<file path="src/rtl/if_id.sv">
// ---------------------------------------------------------------------------
// cpu_pkg / if_id : IF/ID pipeline register.
//
// cpu_pkg holds the datapath width and the fetch-to-decode payload struct.
//
// if_id registers one fetched instruction for the decode stage.
//   Ports:
//     clock     in   rising-edge clock, the only clock
//     reset     in   asynchronous active-low reset, released synchronously
//     data_in   in   if_id_data_t {pc_address, instruc} from fetch
//     valid_in  in   data_in is a real fetched instruction
//     stall     in   hold current contents (hazard unit)
//     flush     in   load a bubble instead of the fetched instruction
//     data_out  out  registered {pc_address, instruc} to decode
//     valid_out out  data_out is a real instruction
//
// Valid semantics: there is no back-pressure handshake. valid_in qualifies
// data_in on every edge where the register loads; stall is the only hold
// mechanism and valid_out qualifies data_out for the whole cycle.
//
// Priority on each rising edge: reset > flush > stall > normal capture.
// Every output comes straight from a flop.
// ---------------------------------------------------------------------------
package cpu_pkg;
  localparam int XLEN = 32;

  typedef struct packed {
    logic [XLEN-1:0] pc_address;
    logic [XLEN-1:0] instruc;
  } if_id_data_t;
endpackage

module if_id
  import cpu_pkg::*;
#(
  // Must match cpu_pkg::XLEN, which fixes the struct field widths.
  parameter int              XLEN      = cpu_pkg::XLEN,
  parameter logic [XLEN-1:0] NOP_INSTR = 32'h0000_0013
) (
  input  logic        clock,
  input  logic        reset,
  input  if_id_data_t data_in,
  input  logic        valid_in,
  input  logic        stall,
  input  logic        flush,
  output if_id_data_t data_out,
  output logic        valid_out
);

  always_ff @(posedge clock or negedge reset) begin
    if (!reset) begin
      data_out  <= '0;
      valid_out <= 1'b0;
    end else if (flush) begin
      // The bubble keeps the fetched PC so decode still sees a coherent
      // address; only the instruction is replaced and the slot invalidated.
      // Flush wins over stall: a redirected front end must not keep the
      // wrong-path instruction alive.
      data_out.pc_address <= data_in.pc_address;
      data_out.instruc    <= NOP_INSTR;
      valid_out           <= 1'b0;
    end else if (!stall) begin
      // Fields are captured even when valid_in is low.
      data_out  <= data_in;
      valid_out <= valid_in;
    end
  end

endmodule

</file>
<file path="config.mk">
export PLATFORM = sky130hd
export DESIGN_NAME = if_id
export DESIGN_NICKNAME = d
export VERILOG_FILES = /design/src/rtl/if_id.sv
export SDC_FILE = /design/constraint.sdc
export NUM_CORES = 1
export LEC_CHECK = 0
export CORE_ASPECT_RATIO = 0.75
export CORE_MARGIN = 2
export CORE_UTILIZATION = 44
export CTS_BUF_LIST = sky130_fd_sc_hd__clkbuf_4
export DETAILED_ROUTE_END_ITERATION = 16
export GPL_ROUTABILITY_DRIVEN = 0
export GPL_TIMING_DRIVEN = 0
export PLACE_DENSITY = 0.86
export RECOVER_POWER = 100
export SLEW_MARGIN = 10
export SYNTH_ARGS = -nofsm -noshare
export SYNTH_HDL_FRONTEND = slang
export SYNTH_SLANG_ARGS = --single-unit
export TNS_END_PERCENT = 1
</file>
<file path="constraint.sdc">
create_clock -name clock -period 1.2 [get_ports clock]
set_input_delay 0.36 -clock clock [delete_from_list [all_inputs] [get_ports clock]]
set_output_delay 0.36 -clock clock [all_outputs]
set_load 0.1 [all_outputs]
</file>
After elaboration in Yosys (flattened, before gate mapping)
Cells that the tools add are included.
{ "totals": {"word_cells": 8, "regBits": 65, "out_inout_bits": 65, "inputBits": 69} }
{ "op_classes": {"eq_ne": 1, "n_mux": 4} }
{ "ops": {"columns": ["cell", "count"], "rows": [
  ["$mux W64", 2],
  ["$mux W1", 2],
  ["$ne A2 B1 Y1 const B", 1]
]} }

Logic depth before layout (Yosys ltp)
{ "depth": {"ltp_word": 2, "depth_mapped": 5} }

Worst setup path before layout
OpenSTA, ideal clock, no wires.
{ "synth_path": {"path_kind": "input to register", "start": "in flush", "end": "reg data_out[32] (netlist name)", "path_stages": 5, "t_arrival_ns": 1.141, "path_slack_ns": -0.067, "setup_time_ns": 0.126, "required_ns": 1.074, "n_path_buf": 3, "path_cell_list": "buf_6 nand2b_4 buf_6 buf_6 mux2_4"} }
{ "synth_between": {"elab_chain_len": 1, "elab_cells_between_ends": 2} }
{ "synth_rtl": {"columns": ["item", "line_no", "text"], "rows": [
  ["start, declared", "45", "input logic flush,"],
  ["$ne A2 B1 Y1 (no line) or $mux W64 (tied branches)", null, null],
  ["end signal, assigned", "64", "data_out <= data_in;"],
  ["end, declared", "46", "output if_id_data_t data_out,"]
]} }
Parallel ways exist; a longest one is shown, timed or not.
A chain may end at the register's enable or synchronous reset.

Worst setup path after layout
{ "layout_path": {"start": "reg data_out[48] (netlist name)", "end": "out data_out[48] (netlist name)"} }
No word-level cell between the ends.

==> run summary <==
The kind of cell with the highest combined delay on the critical path is flip-flops. The launching element type of the critical path is a register. The number of nets in the finished design is 388.

The die covers 6700 um^2. The via count of the routed design is 1954. The overflow left after global routing is 0. CTS placed an instance of sky130_fd_sc_hd__clkbuf_4 at the clock tree root. The clock passes through at most 2 buffers. The clock net sink count came out at 65.

Setup violations remaining at the end of the flow were counted as 95. 0 antenna diodes ended up in the layout. The count of routing violations after the opening detailed-route iteration came out at 51. Measured against its own limit, the worst slew margin works out to 40.7%. Along the worst path, the maximum fanout reaches 2. The flow ran to the end, but the final reports show violations. Traced cell by cell, the critical path runs through buf_12. Adding up every negative setup slack in the final design gives -13.15 ns. The iteration count of the initial detailed-routing pass is 4. The area added between synthesis and finish is 82.2%. The Yosys warning count is 0. sky130_fd_sc_hd__dfrtp_1 takes more of the synthesized area than any other cell. Averaged over all synthesized cells, the footprint is 15.1 um^2.

The detail route stage leaves a number of antenna-violating nets equal to 0. For this run, the total global-route usage over all layers was measured as 24.0%. The final reports fail on setup timing.

The share of post-route cells with drive strength above 1 came out at 37.3%. The via density per instance is 4.86. The detailed-placement wirelength estimate came out at 4.47 mm. In this run the core area contains 24 standard-cell rows. The first global-routing pass estimated 12.0 mm of wire. The number of slew-limit violations in the final report was 0. Buffers placed on the I/O ports in this run total 131.

The number of antenna violations at the first check in global routing is 0. The critical path in this run is classified as register to primary output. Across the VDD grid, the largest voltage drop is 0.000871 V. TritonCTS built the clock tree.

The final count of hold timing violations came out at 0. The number of global-route vias before repair is 2260. Across the run, the number of max-cap violations was 0.

At the later pin of the worst-skew pair, clock insertion delay measures 0.40 ns. The clock-pin slew on the worst setup and hold paths is 0.12 ns. The master of the slowest instance on the critical path is sky130_fd_sc_hd__dfrtp_1. After detailed routing, the number of remaining DRC violations is 0. Counting every net in the synthesized netlist gives 245. Counting I/O delays and the setup requirement, the final critical path takes 1.41 ns. The clock arrives with 0 ns of skew. Static timing analysis puts the maximum clock frequency at 0.709 GHz. The measured slew at the worst slew-check pin came out at 0.889 ns.

The gate count after technology mapping came out at 176. Data on the critical path arrives at its endpoint at 1.05 ns. Dividing the detail-routed wire length by the instance count gives 19.2 um. The finished cells cover 4860 um^2. The maximum cell stage delay along the critical path is 0.44 ns.

The region available for standard cell placement spans 5830 um^2. The combined area of all synthesized cells is 2670 um^2. The final period utilization came out at 118%.

The count of distinct cell types in the synthesized netlist is 12. Of the post-synthesis cell area, the dominant cell type holds 61.0%. Entering global routing, the biggest net connects 66 pins. Data on the critical path is required at its endpoint by 0.84 ns. In this run the cell area measured after placement is 4070 um^2. The total number of H-tree levels came out at 3. The chip height came out at 71.4 um.

In this run the static leakage power is 2.30 nW. The power per cell area is 1370 nW/um^2. The number of buffers and inverters on the critical path is 1. The number of placed I/O pins is 134.

The kind of end point of the critical path is a primary output. TritonCTS created 9 clock buffers. Synthesis inferred 65 register bits. Sequential elements use 61.0% of the synthesized area. The worst hold path belongs to the class input pin to async pin.

The overall power of the completed layout came out at 0.00663 W. Sorting the synthesized cells by area gives the leading types as sky130_fd_sc_hd__dfrtp_1, sky130_fd_sc_hd__mux2_4, sky130_fd_sc_hd__mux2i_1. The initial core utilization came out at 45.8%. The share of the core filled with cells is 83.4%. The final worst-path setup slack came out at -0.210 ns. The total length of routed wires came out at 7.71 mm. Measured along the x axis, the die boundary spans 93.9 um.

Setup repair after global routing could not meet its margin everywhere.
[kinds of logic after synthesis]
group	after synthesis	synth area share, %
AO/OA/AOI/OAI	3	0.986
buffers and inverters	12	3.57
flip-flops	65	61.0
multiplexers	62	29.0
AND/OR/NAND/NOR	34	5.44
[final cells by class]
cell class | instances | area, um^2
flip-flops and latches | 65 | 1630
fillers | 301 | 968
well taps | 78 | 97.6
plain buffers | 12 | 80.1
clock buffers | 9 | 67.6
repair buffers | 132 | 1960
clock inverters | 7 | 85.1
multi-input cells | 99 | 937
[power by group]
part	switching (W)	total, W	internal (W)
Sequential	0.000187	0.00253	0.00234
Combinational	0.00148	0.00247	0.000997
Clock	0.000802	0.00163	0.000824
Total	0.00247	0.00663	0.00417
[worst paths after layout]
path | slack, ns | cells after the start | end | from
setup reg to reg | 0.24 | 2 | data_out[56] | data_out[56]
hold / removal | 0.08 | 1 | data_out[9] | reset
min in group clock | 0.30 | 3 | data_out[2] | stall
max in group asynchronous | 0.50 | 1 | data_out[29] | reset
setup / recovery | -0.21 | 1 | data_out[48] | data_out[48]
hold reg to reg | 0.57 | 1 | data_out[0] | data_out[0]
[layer usage]
metal | track usage, % | wire length (um)
met5 | 0 | 0
met4 | 5.80 | 75
met3 | 10.3 | 636
met2 | 41.8 | 4100
met1 | 27.7 | 2900
[cell usage in the layout (no fill, tap or decap), drive strengths merged]
| master | n |
|---|---|
| a211o | 3 |
| clkdlybuf4s50 | 65 |
| bufinv | 2 |
| clkinv | 4 |
| mux2 | 32 |
| nor2b | 3 |
| nand2b | 1 |
| buf | 73 |
| dfrtp | 65 |
| nor2 | 30 |
| mux2i | 30 |
| clkbuf | 15 |
| clkinvlp | 1 |
[state kept, by name, summed over array words and instances (netlist names)]
name       flops
valid_out      1
data_out      64
[synth_stat cells]
library cell / instances
sky130_fd_sc_hd__a211o_1: 3
sky130_fd_sc_hd__buf_2: 1
sky130_fd_sc_hd__buf_4: 3
sky130_fd_sc_hd__buf_6: 5
sky130_fd_sc_hd__clkbuf_1: 3
sky130_fd_sc_hd__dfrtp_1: 65
sky130_fd_sc_hd__mux2_2: 2
sky130_fd_sc_hd__mux2_4: 30
sky130_fd_sc_hd__mux2i_1: 30
sky130_fd_sc_hd__nand2b_4: 1
sky130_fd_sc_hd__nor2_1: 30
sky130_fd_sc_hd__nor2b_1: 3
[metrics by stage]
| stage | setup WS, ns | hold slack, ns | instances |
|---|---|---|---|
| 5_1_grt | -0.270 | 0.119 | 402 |
| 3_3_place_gp | -2.35 | 0.473 | 385 |
| 2_1_floorplan | -0.0675 | 0.0644 | 176 |
| 3_5_place_dp | -0.659 | 0.484 | 385 |
| 4_1_cts | -0.230 | 0.0416 | 401 |
| 6_report | -0.210 | 0.0842 | 402 |
[timing repair]
item | in CTS | in global routing
setup buffers | 0 | 1
hold buffers | 0 | 0
hold endpoints to repair | 0 | 0
resized for setup | 577 | 8
setup endpoints to repair | 65 | 65
Note: power is estimated with default switching activity, not from simulation.
==> variant 1 (same settings) <==
`NOP_INSTR`: 32'h0000_0013 -> 32'h00000012.
--- a/src/rtl/if_id.sv
+++ b/src/rtl/if_id.sv
@@ -35,7 +35,7 @@
 #(
   // Must match cpu_pkg::XLEN, which fixes the struct field widths.
   parameter int              XLEN      = cpu_pkg::XLEN,
-  parameter logic [XLEN-1:0] NOP_INSTR = 32'h0000_0013
+  parameter logic [XLEN-1:0] NOP_INSTR = 32'h00000012
 ) (
   input  logic        clock,
   input  logic        reset,
Behaviour: not the same (a bounded check fails within 4 cycles, from zero or initial values and one cycle with reset low).
==> variant 1 against the unedited design <==
The run still ends with negative setup slack left; sequential cell count did not move; setup slack improved by 27 ps; synthesized area barely moved; design area fell by 1.8%; routed wire length fell by 2.5%; first-iteration DRC count fell by 35%; hold slack improved by 13 ps; total power fell by 4.1%; largest cell class unchanged; highest routed layer unchanged.
==> variant 1: results (changes against the unedited design) <==
outcome complete, but fails checks; violated checks negative setup slack; n_diodes 0 (unchanged); global-route wire length before repair 12000 µm (-0.63%); worst-margin pin slew 882 ps (-7.35 ps); Worst path top cell family by delay flip-flops; Layout Cells excl Fill 401 (-0.25%); root buffer cell clkbuf_4; Max clock buf depth 2 (unchanged); Pleak 2.23 nW (-3.0%); sequential fraction of the synthesis area 61.0% (about the same); number of detailed-route iterations in the first pass 4 (unchanged); Clk Latency, worst-skew pair 390 ps; setup violators final 65 (-32%); total wire length 7520 µm (-2.5%); Fin Clk Skew 0 ps (unchanged); Post-Syn Nets 245 (unchanged); setup slack, reg-to-reg 300 ps (+60 ps); I/O Buffers 131 (unchanged); Total Nets Final 387 (-0.26%); Num CTS Buffers 9 (unchanged); syn_area_per_cell 15.1 µm² (about the same); global-route track usage on met1 28.8% (+1.1 points); slowest cell delay on critical path 430 ps; top cells by area, synth dfrtp_1 (61%), mux2_4 (17%), mux2i_1 (12%); largest net degree at the start of global routing 66 (unchanged); Arr. time, crit path 1020 ps (-30 ps); CP Max Fanout 2 (unchanged); CTS clk-pin slew, worst paths 110 ps; Peak VDD IR 0.916 mV (+5.1%); synth warn 0 (unchanged); met3 usage 7.99% (-2.3 points); first-iteration detailed-routing DRC count 33 (-35%); postcts setup bufs 0 (unchanged); M2 GR Usage 41.3% (-0.56 points); r2r worst-path depth 2 (unchanged); Largest regs data_out: 64 flops, valid_out: 1 flops; worst hold slack 97.5 ps (+13.3 ps); share of cells above drive strength 1 33.1% (-4.2 points); worst setup margin -183 ps (+27.3 ps); Final Slew Violations 0 (unchanged); Crit Reg-Reg Startpoint data_out[19]$_DFFE_PN0P_; Detailed Place HPWL 4590 µm (+2.7%); initial antenna violation count 0 (unchanged); Netlist cell types 12 (unchanged); Worst R2R End data_out[19]$_DFFE_PN0P_; H-tree Lvls 3 (unchanged); Via density 4.81 (-1.1%); Hold WC Path Type primary input to async pin; global router's overall resource usage 23.8% (-0.28 points); Async SR Flop Fraction 100% (unchanged); vias in the first global route 2198 (-2.7%); Synth top cells by count dfrtp_1 (65), mux2i_1 (31), nor2_1 (31)
variant 1: cell types whose count changed in the layout (fill, tap and decap cells not counted), moves of 2 or more:
cell,before,now
clkbuf_4,10,12
buf_4,4,2
mux2_4,30,16
clkbuf_2,0,5
clkbuf_1,5,3
mux2_1,0,14
variant 1: layout make-up:
class	count	area (µm²)
Timing Repair Buffer	131	1960
Sequential cell	65	1630
Fill cell	331	1050
Multi-Input combinational cell	99	886
Tap cell	78	97.6
Clock buffer	11	82.6
Buffer	12	73.8
Clock inverter	5	46.3
variant 1: layer usage:
layer	wire length, µm	part of all wire, %	vias to the layer above
met3	453	6.0	9
met1	2950	39	958
met5	0	0	-
met4	86	1.1	0
met2	4030	54	81
li1	-	-	880
variant 1: cells by family (layout without fill, tap and decap cells):
logic type / after synthesis / count (layout) / share of synthesized area, %
mux: 63 / 63 / 29.4
buf+inv: 12 / 159 / 3.57
compound gates: 2 / 2 / 0.657
flops: 65 / 65 / 61.0
simple gates: 34 / 34 / 5.35
variant 1: through the flow:
step | worst slack, ps | TNS [ps] | power (mW) | util, % | cell area, µm²
final | -183 | -10230 | 6.36 | 81.9 | 4770
after global routing | -255 | -14260 | 6.58 | 81.9 | 4770
after CTS | -203 | -11950 | 6.41 | 82.6 | 4810
after detailed placement | -656 | -45140 | 4.60 | 69.9 | 4070
after global placement | -2350 | -196690 | 4.57 | 69.9 | 4070
after floorplan | -67.7 | -7020 | 3.94 | - | 2670
variant 1: worst max path at each step:
stage,startpoint,to,cells past startpoint
6_report,data_out[50]$_DFFE_PN0P_,data_out[50],1
5_1_grt,data_out[50]$_DFFE_PN0P_,data_out[50],1
4_1_cts,data_out[37]$_DFFE_PN0P_,data_out[37],1
3_5_place_dp,data_out[1]$_DFFE_PN0P_,data_out[1],1
3_3_place_gp,reset,data_out[0]$_DFFE_PN0P_,1
2_1_floorplan,flush,data_out[32]$_DFFE_PN0P_,5
variant 1: power breakdown:
part | switching, mW | internal, mW
clock | 0.744 | 0.661
sequential | 0.185 | 2.34
combinational | 1.47 | 0.959
total | 2.40 | 3.96
variant 1: what timing repair did:
item                       4_1_cts  5_1_grt
gates resized for setup        577        8
setup endpoints to repair       65       65
pin swaps                        0        0
gates cloned                     0        0
==> variant 2 (config.mk and constraints unchanged) <==
Without the edit above. `XLEN`: 32 -> 64.
--- a/src/rtl/if_id.sv
+++ b/src/rtl/if_id.sv
@@ -22,7 +22,7 @@
 // Every output comes straight from a flop.
 // ---------------------------------------------------------------------------
 package cpu_pkg;
-  localparam int XLEN = 32;
+  localparam int XLEN = 64;
 
   typedef struct packed {
     logic [XLEN-1:0] pc_address;
Ports: changed (resized data_in and data_out); port bits go from 134 to 262. The function was not compared with the original's and may differ.
==> variant 2 against the unedited design <==
The flow still finishes with violations (negative setup slack); synthesized area is 96% higher; critical endpoint is now data_out[90]; sequential cell count is 64 higher; critical path type unchanged; global-route usage is 2.6 points higher; routed wire length is 130% higher; design area is 98% higher; die area is 91% higher; count of clock-buffer cells in the layout is 9 higher; total power is 100% higher; setup slack worse by 130 ps.
==> variant 2: results (changes against the unedited design) <==
largest net degree at the start of global routing 69 (+4.5%); Largest regs data_out: 128 flops, valid_out: 1 flops; Detailed Place HPWL 10300 µm (+130%); Hold WC Path Type primary input to register; total wire length 17600 µm (+130%); Pleak 4.49 nW (+95%); pre-CTS WS -723 ps (-63.3 ps); global router's overall resource usage 26.6% (+2.6 points); Vias 3967 (+100%); highest-delay cell along the critical path dfrtp_1; violated checks negative setup slack; share of cells above drive strength 1 34.9% (-2.5 points); worst hold slack 273 ps (+189 ps); DP Area 0.00808 mm² (+98%); relative slew slack 56.7% (+16 points); postcts setup bufs 1 (+1); Worst R2R End data_out[114]$_DFFE_PN0P_; placed cell count 769 (+100%); Crit Reg-Reg Startpoint data_out[114]$_DFFE_PN0P_; Netlist cell types 12 (unchanged); Hold-fix buffers, CTS 1 (+1); Async SR Flop Fraction 100% (unchanged); setup violators final 152 (+60%); H-tree Lvls 4 (+1); Clk Latency, worst-skew pair 510 ps (+110 ps); Num CTS Buffers 17 (+8); I/O Buffers 261 (+99%); number of detailed-route iterations in the first pass 6 (+2); outcome complete, but fails checks; global-route wire length before repair 25400 µm (+110%); root buffer cell clkbuf_4; vias in the first global route 4448 (+97%); top cells by area, synth dfrtp_1 (62%), mux2_4 (17%), mux2i_1 (12%); setup slack, reg-to-reg 180 ps (-60 ps); Post-synth top flop dfrtp_1; CTS clk-pin slew, worst paths 140 ps (+20 ps); Post-Syn Nets 478 (+95%); first-iteration detailed-routing DRC count 147 (+190%); Fin Setup TNS -39120 ps (-25970 ps); Max clock buf depth 2 (unchanged); synth warn 0 (unchanged); Synth top cells by count dfrtp_1 (129), mux2i_1 (62), nor2_1 (62); slowest cell delay on critical path 460 ps (+20 ps); Routed WL per cell 21.8 µm (+14%); cts repair resizes 1097 (+90%); sequential fraction of the synthesis area 61.8% (+0.75 points); Arr. time, crit path 1180 ps (+130 ps); worst setup margin -345 ps (-135 ps); Total Nets Final 762 (+96%); Post-Syn Instances 345 (+96%); CP Max Fanout 2 (unchanged); Peak VDD IR 0.849 mV (-2.5%)
-- variant 2: cell types whose count changed after synthesis, moves of 2 or more --
cell | unedited run | this run
dfrtp_1 | 65 | 129
buf_4 | 3 | 6
mux2_2 | 2 | 4
mux2_4 | 30 | 60
clkbuf_1 | 3 | 7
mux2i_1 | 30 | 62
nor2_1 | 30 | 62
-- variant 2: logic make-up after synthesis --
| logic type | after synthesis | share of synthesized area [%] |
|---|---|---|
| DFF | 129 | 61.8 |
| muxes | 126 | 30.0 |
| and+or+nand+nor | 66 | 4.93 |
| buffers and inverters | 21 | 2.85 |
| AOI/OAI and AO/OA | 3 | 0.503 |
-- variant 2: how the worst max path moves through the flow --
stage,startpoint,end,slack [ps],cells after the start
final,data_out[90]$_DFFE_PN0P_,data_out[90],-340,1
after floorplan,data_out[1]$_DFFE_PN0P_,data_out[1],-60,0
after detailed placement,flush,data_out[52]$_DFFE_PN0P_,-720,4
after global placement,reset,data_out[101]$_DFFE_PN0P_,-5460,1
after CTS,data_out[57]$_DFFE_PN0P_,data_out[57],-350,1
after global routing,data_out[82]$_DFFE_PN0P_,data_out[82],-440,1
-- variant 2: area by class of cell --
cell class,instances,area (µm²)
buffer,21,118
clock inverter,14,214
clock buffer,18,135
tap,162,203
fill,615,1960
sequential,129,3230
multi-input combinational,195,1760
timing repair buffer,265,3950
-- variant 2: where the power goes --
group / total [mW] / leakage, nW / internal (mW) / switching [mW]
clock network: 3.62 / 0.181 / 1.88 / 1.74
logic: 4.89 / 2.72 / 1.92 / 2.97
registers: 5.04 / 1.60 / 4.65 / 0.384
-- variant 2: layer usage --
metal  wire length (µm)  up-vias  global-route usage [%]
met1               6310     1995                    29.8
li1                   -     1748                       -
met2               9550      189                    48.0
met4                441        0                    8.19
met3               1250       35                    8.88
met5                  0        -                       0
